<file path="src/rtl/range_stream_driver.sv">
// range_stream_driver
//   Initiator side of the go/finish sample stream. A host fills a small
//   sample buffer while idle. On start, the buffer is replayed to a range
//   receiver: go with the first sample, the remaining samples on the
//   following cycles, then a finish strobe. The receiver's range answer is
//   captured during the finish cycle, and done pulses in the next cycle.
//
// Ports
//   i_clock     rising-edge clock
//   i_reset_n   asynchronous active-low reset
//   i_wr_en     append i_wr_data to the buffer (honoured only in IDLE)
//   i_wr_data   sample to append
//   i_clear     empty the buffer (IDLE only)
//   i_start     begin a transfer (IDLE only)
//   i_range_in  receiver range, sampled only while o_finish=1
//   o_go        first-sample strobe
//   o_finish    end-of-stream strobe
//   o_data_out  sample presented to the receiver (0 when not streaming)
//   o_count     number of buffered samples
//   o_busy      transfer in progress (SEND_GO, STREAM, FIN)
//   o_result    last captured range
//   o_done      one-cycle pulse after o_result updates
//   o_err       one-cycle pulse after a rejected request
module range_stream_driver #(
   parameter int WIDTH = 9,
   parameter int DEPTH = 8
) (
   input  logic                       i_clock,
   input  logic                       i_reset_n,
   input  logic                       i_wr_en,
   input  logic [WIDTH-1:0]           i_wr_data,
   input  logic                       i_clear,
   input  logic                       i_start,
   input  logic [WIDTH-1:0]           i_range_in,
   output logic                       o_go,
   output logic                       o_finish,
   output logic [WIDTH-1:0]           o_data_out,
   output logic [$clog2(DEPTH+1)-1:0] o_count,
   output logic                       o_busy,
   output logic [WIDTH-1:0]           o_result,
   output logic                       o_done,
   output logic                       o_err
);

   localparam int CW = $clog2(DEPTH+1);
   // idx only ever addresses 0..DEPTH-1; keep at least one bit for DEPTH=1
   localparam int IW = (DEPTH > 1) ? $clog2(DEPTH) : 1;

   typedef enum logic [1:0] {
      S_IDLE,
      S_SEND_GO,
      S_STREAM,
      S_FIN
   } state_t;

   state_t           r_state, w_state_nxt;
   logic [WIDTH-1:0] r_buf [DEPTH];
   logic [CW-1:0]    r_count, w_count_nxt;
   logic [IW-1:0]    r_idx, w_idx_nxt;
   logic [WIDTH-1:0] r_result, w_result_nxt;
   logic             r_done, w_done_nxt;
   logic             r_err, w_err_nxt;
   logic             w_buf_we;
   logic [CW-1:0]    w_last;

   assign w_last = r_count - CW'(1);

   always_comb begin
      w_state_nxt  = r_state;
      w_count_nxt  = r_count;
      w_idx_nxt    = r_idx;
      w_result_nxt = r_result;
      w_done_nxt   = 1'b0;
      w_err_nxt    = 1'b0;
      w_buf_we     = 1'b0;
      case (r_state)
         S_IDLE: begin
            // priority clear > start > wr_en; clear swallows the others silently
            if (i_clear) begin
               w_count_nxt = '0;
            end else if (i_start) begin
               if (r_count == '0) begin
                  w_err_nxt = 1'b1;
               end else begin
                  w_idx_nxt   = '0;
                  w_state_nxt = S_SEND_GO;
                  w_err_nxt   = i_wr_en;   // write lost to the start
               end
            end else if (i_wr_en) begin
               if (r_count == CW'(DEPTH)) begin
                  w_err_nxt = 1'b1;
               end else begin
                  w_buf_we    = 1'b1;
                  w_count_nxt = r_count + CW'(1);
               end
            end
         end
         S_SEND_GO: begin
            w_err_nxt = i_wr_en;
            if (r_count >= CW'(2)) begin
               w_idx_nxt   = IW'(1);
               w_state_nxt = S_STREAM;
            end else begin
               w_state_nxt = S_FIN;
            end
         end
         S_STREAM: begin
            w_err_nxt = i_wr_en;
            if (CW'(r_idx) == w_last) begin
               w_state_nxt = S_FIN;
            end else begin
               w_idx_nxt = r_idx + IW'(1);
            end
         end
         S_FIN: begin
            w_err_nxt    = i_wr_en;
            w_result_nxt = i_range_in;
            w_done_nxt   = 1'b1;
            w_state_nxt  = S_IDLE;
         end
         default: w_state_nxt = S_IDLE;
      endcase
   end

   always_ff @(posedge i_clock or negedge i_reset_n) begin
      if (!i_reset_n) begin
         r_state  <= S_IDLE;
         r_count  <= '0;
         r_idx    <= '0;
         r_result <= '0;
         r_done   <= 1'b0;
         r_err    <= 1'b0;
      end else begin
         r_state  <= w_state_nxt;
         r_count  <= w_count_nxt;
         r_idx    <= w_idx_nxt;
         r_result <= w_result_nxt;
         r_done   <= w_done_nxt;
         r_err    <= w_err_nxt;
      end
   end

   // Sample storage carries no reset; contents are meaningless until written.
   always_ff @(posedge i_clock) begin
      if (w_buf_we) r_buf[r_count[IW-1:0]] <= i_wr_data;
   end

   assign o_go       = (r_state == S_SEND_GO);
   assign o_finish   = (r_state == S_FIN);
   assign o_busy     = (r_state != S_IDLE);
   assign o_data_out = (r_state == S_SEND_GO || r_state == S_STREAM) ? r_buf[r_idx] : '0;
   assign o_count    = r_count;
   assign o_result   = r_result;
   assign o_done     = r_done;
   assign o_err      = r_err;

endmodule

</file>
<file path="config.mk">
export PLATFORM = sky130hd
export DESIGN_NAME = range_stream_driver
export DESIGN_NICKNAME = d
export VERILOG_FILES = /design/src/rtl/range_stream_driver.sv
export SDC_FILE = /design/constraint.sdc
export NUM_CORES = 1
export LEC_CHECK = 0
export BUFFER_PORTS_ARGS = -buffer_cell sky130_fd_sc_hd__buf_4
export CAP_MARGIN = 20
export CELL_PAD_IN_SITES_DETAIL_PLACEMENT = 0
export CELL_PAD_IN_SITES_GLOBAL_PLACEMENT = 1
export CORE_AREA = 5 5 101 103
export CTS_CLUSTER_SIZE = 40
export DETAILED_ROUTE_END_ITERATION = 6
export DIE_AREA = 0 0 106 108
export PLACE_DENSITY_LB_ADDON = 0.1
export SLEW_MARGIN = 20
export SYNTH_ARGS = -nofsm -noshare
export SYNTH_HDL_FRONTEND = slang
export SYNTH_SLANG_ARGS = --single-unit
</file>
<file path="constraint.sdc">
create_clock -name i_clock -period 2.86 [get_ports i_clock]
set_clock_uncertainty 0.1 [all_clocks]
set_input_delay 0.429 -clock i_clock [delete_from_list [all_inputs] [get_ports i_clock]]
set_output_delay 0.429 -clock i_clock [all_outputs]
set_load 0.03 [all_outputs]
</file>
# After elaboration in Yosys (flattened, before gate mapping)
# Memory sizes are Yosys's and may differ from the RTL's.
# Index checks and enable logic that the tools add are counted.
[word_totals] reg_bits=20 ramBits=72 in_bits=23 out_inout_bits=27 wordCells=65 n_memories=1
[mem_list] name="r_buf" depth=8 width=9 read_ports=1 rd_clocked_by_memory_dff=0 wr=1 line="57" text="logic [WIDTH-1:0] r_buf [DEPTH];"
[classes] n_addsub=3 magnitude_cmp=1 eq_ne=13 mux=31 n_reduce_logical=10
[op_table] operator="2-to-1 mux 4 bit" count=4
[op_table] operator="2-to-1 mux 3 bit" count=5
[op_table] operator="2-to-1 mux 1 bit" count=14
[op_table] operator="inequality test 2 bit (second input constant)" count=7
[op_table] operator="2-to-1 mux 9 bit" count=1
[op_table] operator="one-hot mux 3 bit (3 select lines)" count=1
[op_table] operator="2-to-1 mux 2 bit" count=4
[op_table] operator="one-hot mux 2 bit (4 select lines)" count=1
[op_table] operator="AND reduction 4 bit" count=2
[op_table] operator="AND reduction 6 bit" count=1
[op_table] operator="adder 4 x 1 -> 4 bit (second input constant)" count=1
[op_table] operator="== test 2 bit (second input constant)" count=2
[op_table] operator="== test 3 x 4 -> 1 bit" count=1
[op_table] operator="== test 4 bit (second input constant)" count=1
[op_table] operator="greater-or-equal comparator 4 x 2 -> 1 bit (second input constant)" count=1
[op_table] operator="zero test 4 bit" count=1
[op_table] operator="nonzero test 2 bit" count=2
[op_table] operator="subtractor 4 x 1 -> 4 bit (second input constant)" count=1
[op_table] operator="adder 3 x 1 -> 3 bit (second input constant)" count=1
[op_table] operator="nonzero test 3 bit" count=1
[op_table] operator="OR reduction 3 bit" count=1
[op_table] operator="== test 2 x 1 -> 1 bit (second input constant)" count=1
[op_table] operator="zero test 2 bit" count=1
[op_table] operator="inequality test 2 x 1 -> 1 bit (second input constant)" count=1
[op_table] operator="other kinds (2)" count=2

# Longest topological paths before layout
[depth] depth_word=8 depth_mapped=8 ltp_nobuf=7

# Worst setup path before layout
# No wires, ideal clock.
[synth_timing] kind="register to register" from="reg r_count[1], in the netlist o_count[1]" to="mem r_buf[1][0], enable pin" setup_time_ps=387 arrival_ps=2500 required_ps=2373 path_slack_ps=-127 path_stages_with_launch=9 n_path_buf=1 period_less_slack_ps=2987 path_cell_list="dfrtp_1 -> buf_2 -> inv_1 -> ha_1 -> and3b_1 -> or3_1 -> nor2_1 -> nand2_1 -> nor3_1"
[synth_between] elab_chain_cells=8
[synth_rtl] element="start: declaration" line="58" text="logic [CW-1:0] r_count, w_count_nxt;"
[synth_rtl] element="start signal: assignment" line="135" text="r_count <= w_count_nxt;"
[synth_rtl] element="== test 4 bit" line="90" text="if (r_count == CW'(DEPTH)) begin"
[synth_rtl] element="2-to-1 mux 1 bit" line="90"
[synth_rtl] element="2-to-1 mux 1 bit" line="89" text="end else if (i_wr_en) begin"
[synth_rtl] element="2-to-1 mux 1 bit" line="81" text="end else if (i_start) begin"
[synth_rtl] element="2-to-1 mux 1 bit" line="79" text="if (i_clear) begin"
[synth_rtl] element="2-to-1 mux 1 bit" line="76" text="case (r_state)"
[synth_rtl] element="2-to-1 mux 1 bit" line="145" text="if (w_buf_we) r_buf[r_count[IW-1:0]] <= i_wr_data;"
[synth_rtl] element="2-to-1 mux 1 bit (not written as such)" line="145"
[synth_rtl] element="end: declaration" line="57"
# Several ways; a longest one is shown, not always the timed one.

# Worst setup path after layout
[layout_timing] from="reg r_state[0]" to="out o_data_out[7]"
[layout_between] elab_chain_cells=3 word_cells_on_any_way=4 classes_between="eq/ne (2); mux (1); reduce/logical (1)"
[layout_rtl] element="start: declaration" line="56" text="state_t r_state, w_state_nxt;"
[layout_rtl] element="start signal: assignment" line="134" text="r_state <= w_state_nxt;"
[layout_rtl] element="== test 2 x 1 -> 1 bit / == test 2 bit (equally long branches)" line="151" text="assign o_data_out = (r_state == S_SEND_GO || r_state == S_STREAM) ? r_buf[r_idx] : '0;"
[layout_rtl] element="logical OR 1 bit *" line="151"
[layout_rtl] element="2-to-1 mux 9 bit *" line="151"
[layout_rtl] element="end: declaration" line="37" text="output logic [WIDTH-1:0] o_data_out,"
# Every way passes the cells marked *; elsewhere a longest branch is shown, timed or not.

==> reports/metrics.yaml <==
intPower_mw: 2.75
met3WireLength_um: 281
ys.flop_type: "edfxtp_1"
cts_tree: "built"
clockBufferDepth: 2
antenna_cells: 0
synth.distinct_cells: 36
cp_common_cell: "inv_1"
final_core_util_pct: 51.7
drive_gt1_share_pct: 36.1
die-width_um: 106
p_sw_share_pct: 37.6
worst_slack_ns: 0.316
num_vias: 2156
wl_met1_um: 3280
wirelength_um: 7410
drtAntennaViolNets: 0
leakage_nw: 1.74
wl_per_cell_um: 17.9
status: "finished clean"
slew_headroom_pct: 65.3
power.share.clock_pct: 19.7
highest_layer: "met4"
power_density_nw_per_um2: 936
tightest_slew_ns: 0.519
slowest_delay_ns: 0.42
io_pins: 50
rsz0062_at_grt: "false"
via_per_inst: 5.22
port-buffer-count: 49
numCtsBuffers: 9
synth_nets: 265
htreeDepth: 3
critPathKind: "flop to output pin"
cts.clk_slew.worst_paths_ns: 0.09
synthesis.area_um2: 3910
insertion_delay_ns: 0.34
crit_path_end_kind: "output pin"
cts_num_sinks: 92
p_seq_share_pct: 37.5
die_h_um: 108
slew_violations: 0
hpwl_um: 5080
period_minus_slack_ns: 2.54
max_freq_mhz: 393
finalInstanceArea_um2: 4710
core-area_um2: 9110
switchingPower_mw: 1.66
regToRegStartpoint: "o_count[0]"
tns_ns: 0
area_delta_synth_final_pct: 20.4
cts_root_buffer: "clkbuf_8"
critPathLaunchType: "flop"
die_area_um2: 11400
hold_depth: 2
dp.cells: 396
postPlaceCellArea_um2: 4500
start_util_pct: 43.0
rows: 35
fin_total_pwr_mw: 4.41
fin_nets: 330
combPwrFrac_pct: 42.8
worst_ep_arrival_time_ns: 2.01
seq_area_frac_synth_pct: 68.1
yosysWarnings: 0
first_pass_iters: 5
synthArstFlopShare_pct: 21.7
postCtsSetupRepairBufs: 0
grt_antenna_before_repair: 0
drt_iter0_drc: 125
dr_wl_met2_um: 3770
grt_pass1_wl_um: 11900
r2r_cells: 8
drc: 0
synthCells: 232
grt.overflow.total: 0
crit_slowest_cell: "inv_1"
grt_pass1_vias: 2244
ys_ff_latch: 92
path_max_fanout: 12
worstHoldStart: "i_clear"
fin_crit_sh_pct: 88.9
grt_max_degree: 24
vdd_drop_max_uv: 400
finalNonFillerCells: 413
path_cells: "inv_1 -> ha_1 -> inv_1 -> nor2_1 -> buf_4"
finalSetupViolCount: 0
hold_path_class: "input pin to flop"
whs_ns: 0.206
synth-edff-count: 72
cp-startpoint: "r_state[0]"
gp_congestion: 0.733
cap_violations: 0
hold_viol_final: 0
pre_cts_ws_ns: 0.393
syn_avg_cell_area_um2: 16.9
grt_usage_pct: 13.7
cp.required_ns: 2.33
cells in the mapped netlist, types with 2 or more instances:
cell type	number	area, um^2
ha_1	10	125
buf_2	6	30.0
edfxtp_1	72	2160
mux4_2	18	405
nand2_1	12	45.0
a21o_1	2	15.0
a32o_1	2	20.0
o21ai_0	2	10.0
nor4_1	3	18.8
a21oi_1	4	20.0
nand3_1	2	10.0
nand2b_1	2	12.5
or3_1	3	18.8
dfrtp_1	20	500
clkbuf_1	4	15.0
o211ai_1	3	22.5
nor2_1	18	67.6
mux2i_1	10	100
nor3_1	4	20.0
and3b_1	2	17.5
mux2_2	9	101
xor2_1	5	43.8
inv_1	6	22.5
cells in the final DEF (no fill, tap or decap), types with 2 or more instances in the layout:
| cell type | count |
|---|---|
| a21o_1 | 2 |
| a21oi_1 | 4 |
| a32o_1 | 2 |
| and3b_1 | 2 |
| buf_4 | 62 |
| clkbuf_8 | 9 |
| dfrtp_1 | 20 |
| edfxtp_1 | 72 |
| ha_1 | 10 |
| inv_1 | 6 |
| mux2_2 | 9 |
| mux2i_1 | 10 |
| mux4_2 | 18 |
| nand2_1 | 12 |
| nand2b_1 | 2 |
| nand3_1 | 2 |
| nor2_1 | 18 |
| nor3_1 | 2 |
| nor3_2 | 2 |
| nor4_1 | 3 |
| o211ai_1 | 3 |
| o21ai_0 | 2 |
| or3_1 | 3 |
| xor2_1 | 5 |
worst paths after layout:
| path | endpoint | slack (ns) |
|---|---|---|
| max in group asynchronous | o_result[3] | 2.04 |
| setup / recovery | o_data_out[7] | 0.32 |
| hold / removal | o_count[2] | 0.21 |
| hold reg to reg | o_result[1] | 0.41 |
| min in group asynchronous | o_count[0] | 0.39 |
| setup reg to reg | r_buf[3][5] | 0.38 |
critical path: cells and delay by family (launching register included):
kind          cells  cell delay (ns)
flops             1             0.40
buf+inv           3             0.72
fa+ha+maj         1             0.38
simple gates      1             0.15
power by group through the flow:
stage	registers (mW)	clock network, mW	logic, mW
2_1_floorplan	1.86	0	1.13
3_3_place_gp	1.68	0	1.92
3_5_place_dp	1.69	0	1.92
4_1_cts	1.66	0.895	1.93
5_1_grt	1.67	0.946	2.04
6_report	1.66	0.867	1.89
registers in the layout, summed over array words and instances, names as in the netlist:
signal	count
r_buf	72
o_err	1
r_state	2
o_done	1
o_count	4
r_idx	3
o_result	9
timing repair:
action | in CTS | in global routing
gates resized for setup | 0 | 0
hold endpoints to repair | 20 | 0
hold buffers | 1 | 0
layout make-up:
class | instances | area, um^2
Clock buffer | 9 | 124
Multi-Input combinational cell | 123 | 1190
Inverter | 7 | 26.3
Fill cell | 775 | 4400
Tap cell | 111 | 139
Timing Repair Buffer | 64 | 495
Clock inverter | 7 | 75.1
Sequential cell | 92 | 2660
metal layers:
metal / vias to the layer above / GRT usage, %
met3: 8 / 2.57
met5: - / 0
met4: 0 / 5.27
met2: 46 / 22.8
li1: 1034 / -
met1: 1068 / 18.2
cell families (layout without fill, tap and decap cells):
| logic type | after synthesis | after routing | share of synthesized area [%] |
|---|---|---|---|
| AOI/OAI and AO/OA | 22 | 22 | 4.25 |
| xor gates and xnor gates | 6 | 6 | 1.34 |
| adders and majority gates | 10 | 10 | 3.20 |
| buffers and inverters | 17 | 87 | 1.82 |
| DFF | 92 | 92 | 68.1 |
| muxes | 37 | 37 | 15.5 |
| and+or+nand+nor | 48 | 48 | 5.82 |
(Power assumes the default switching activity.)
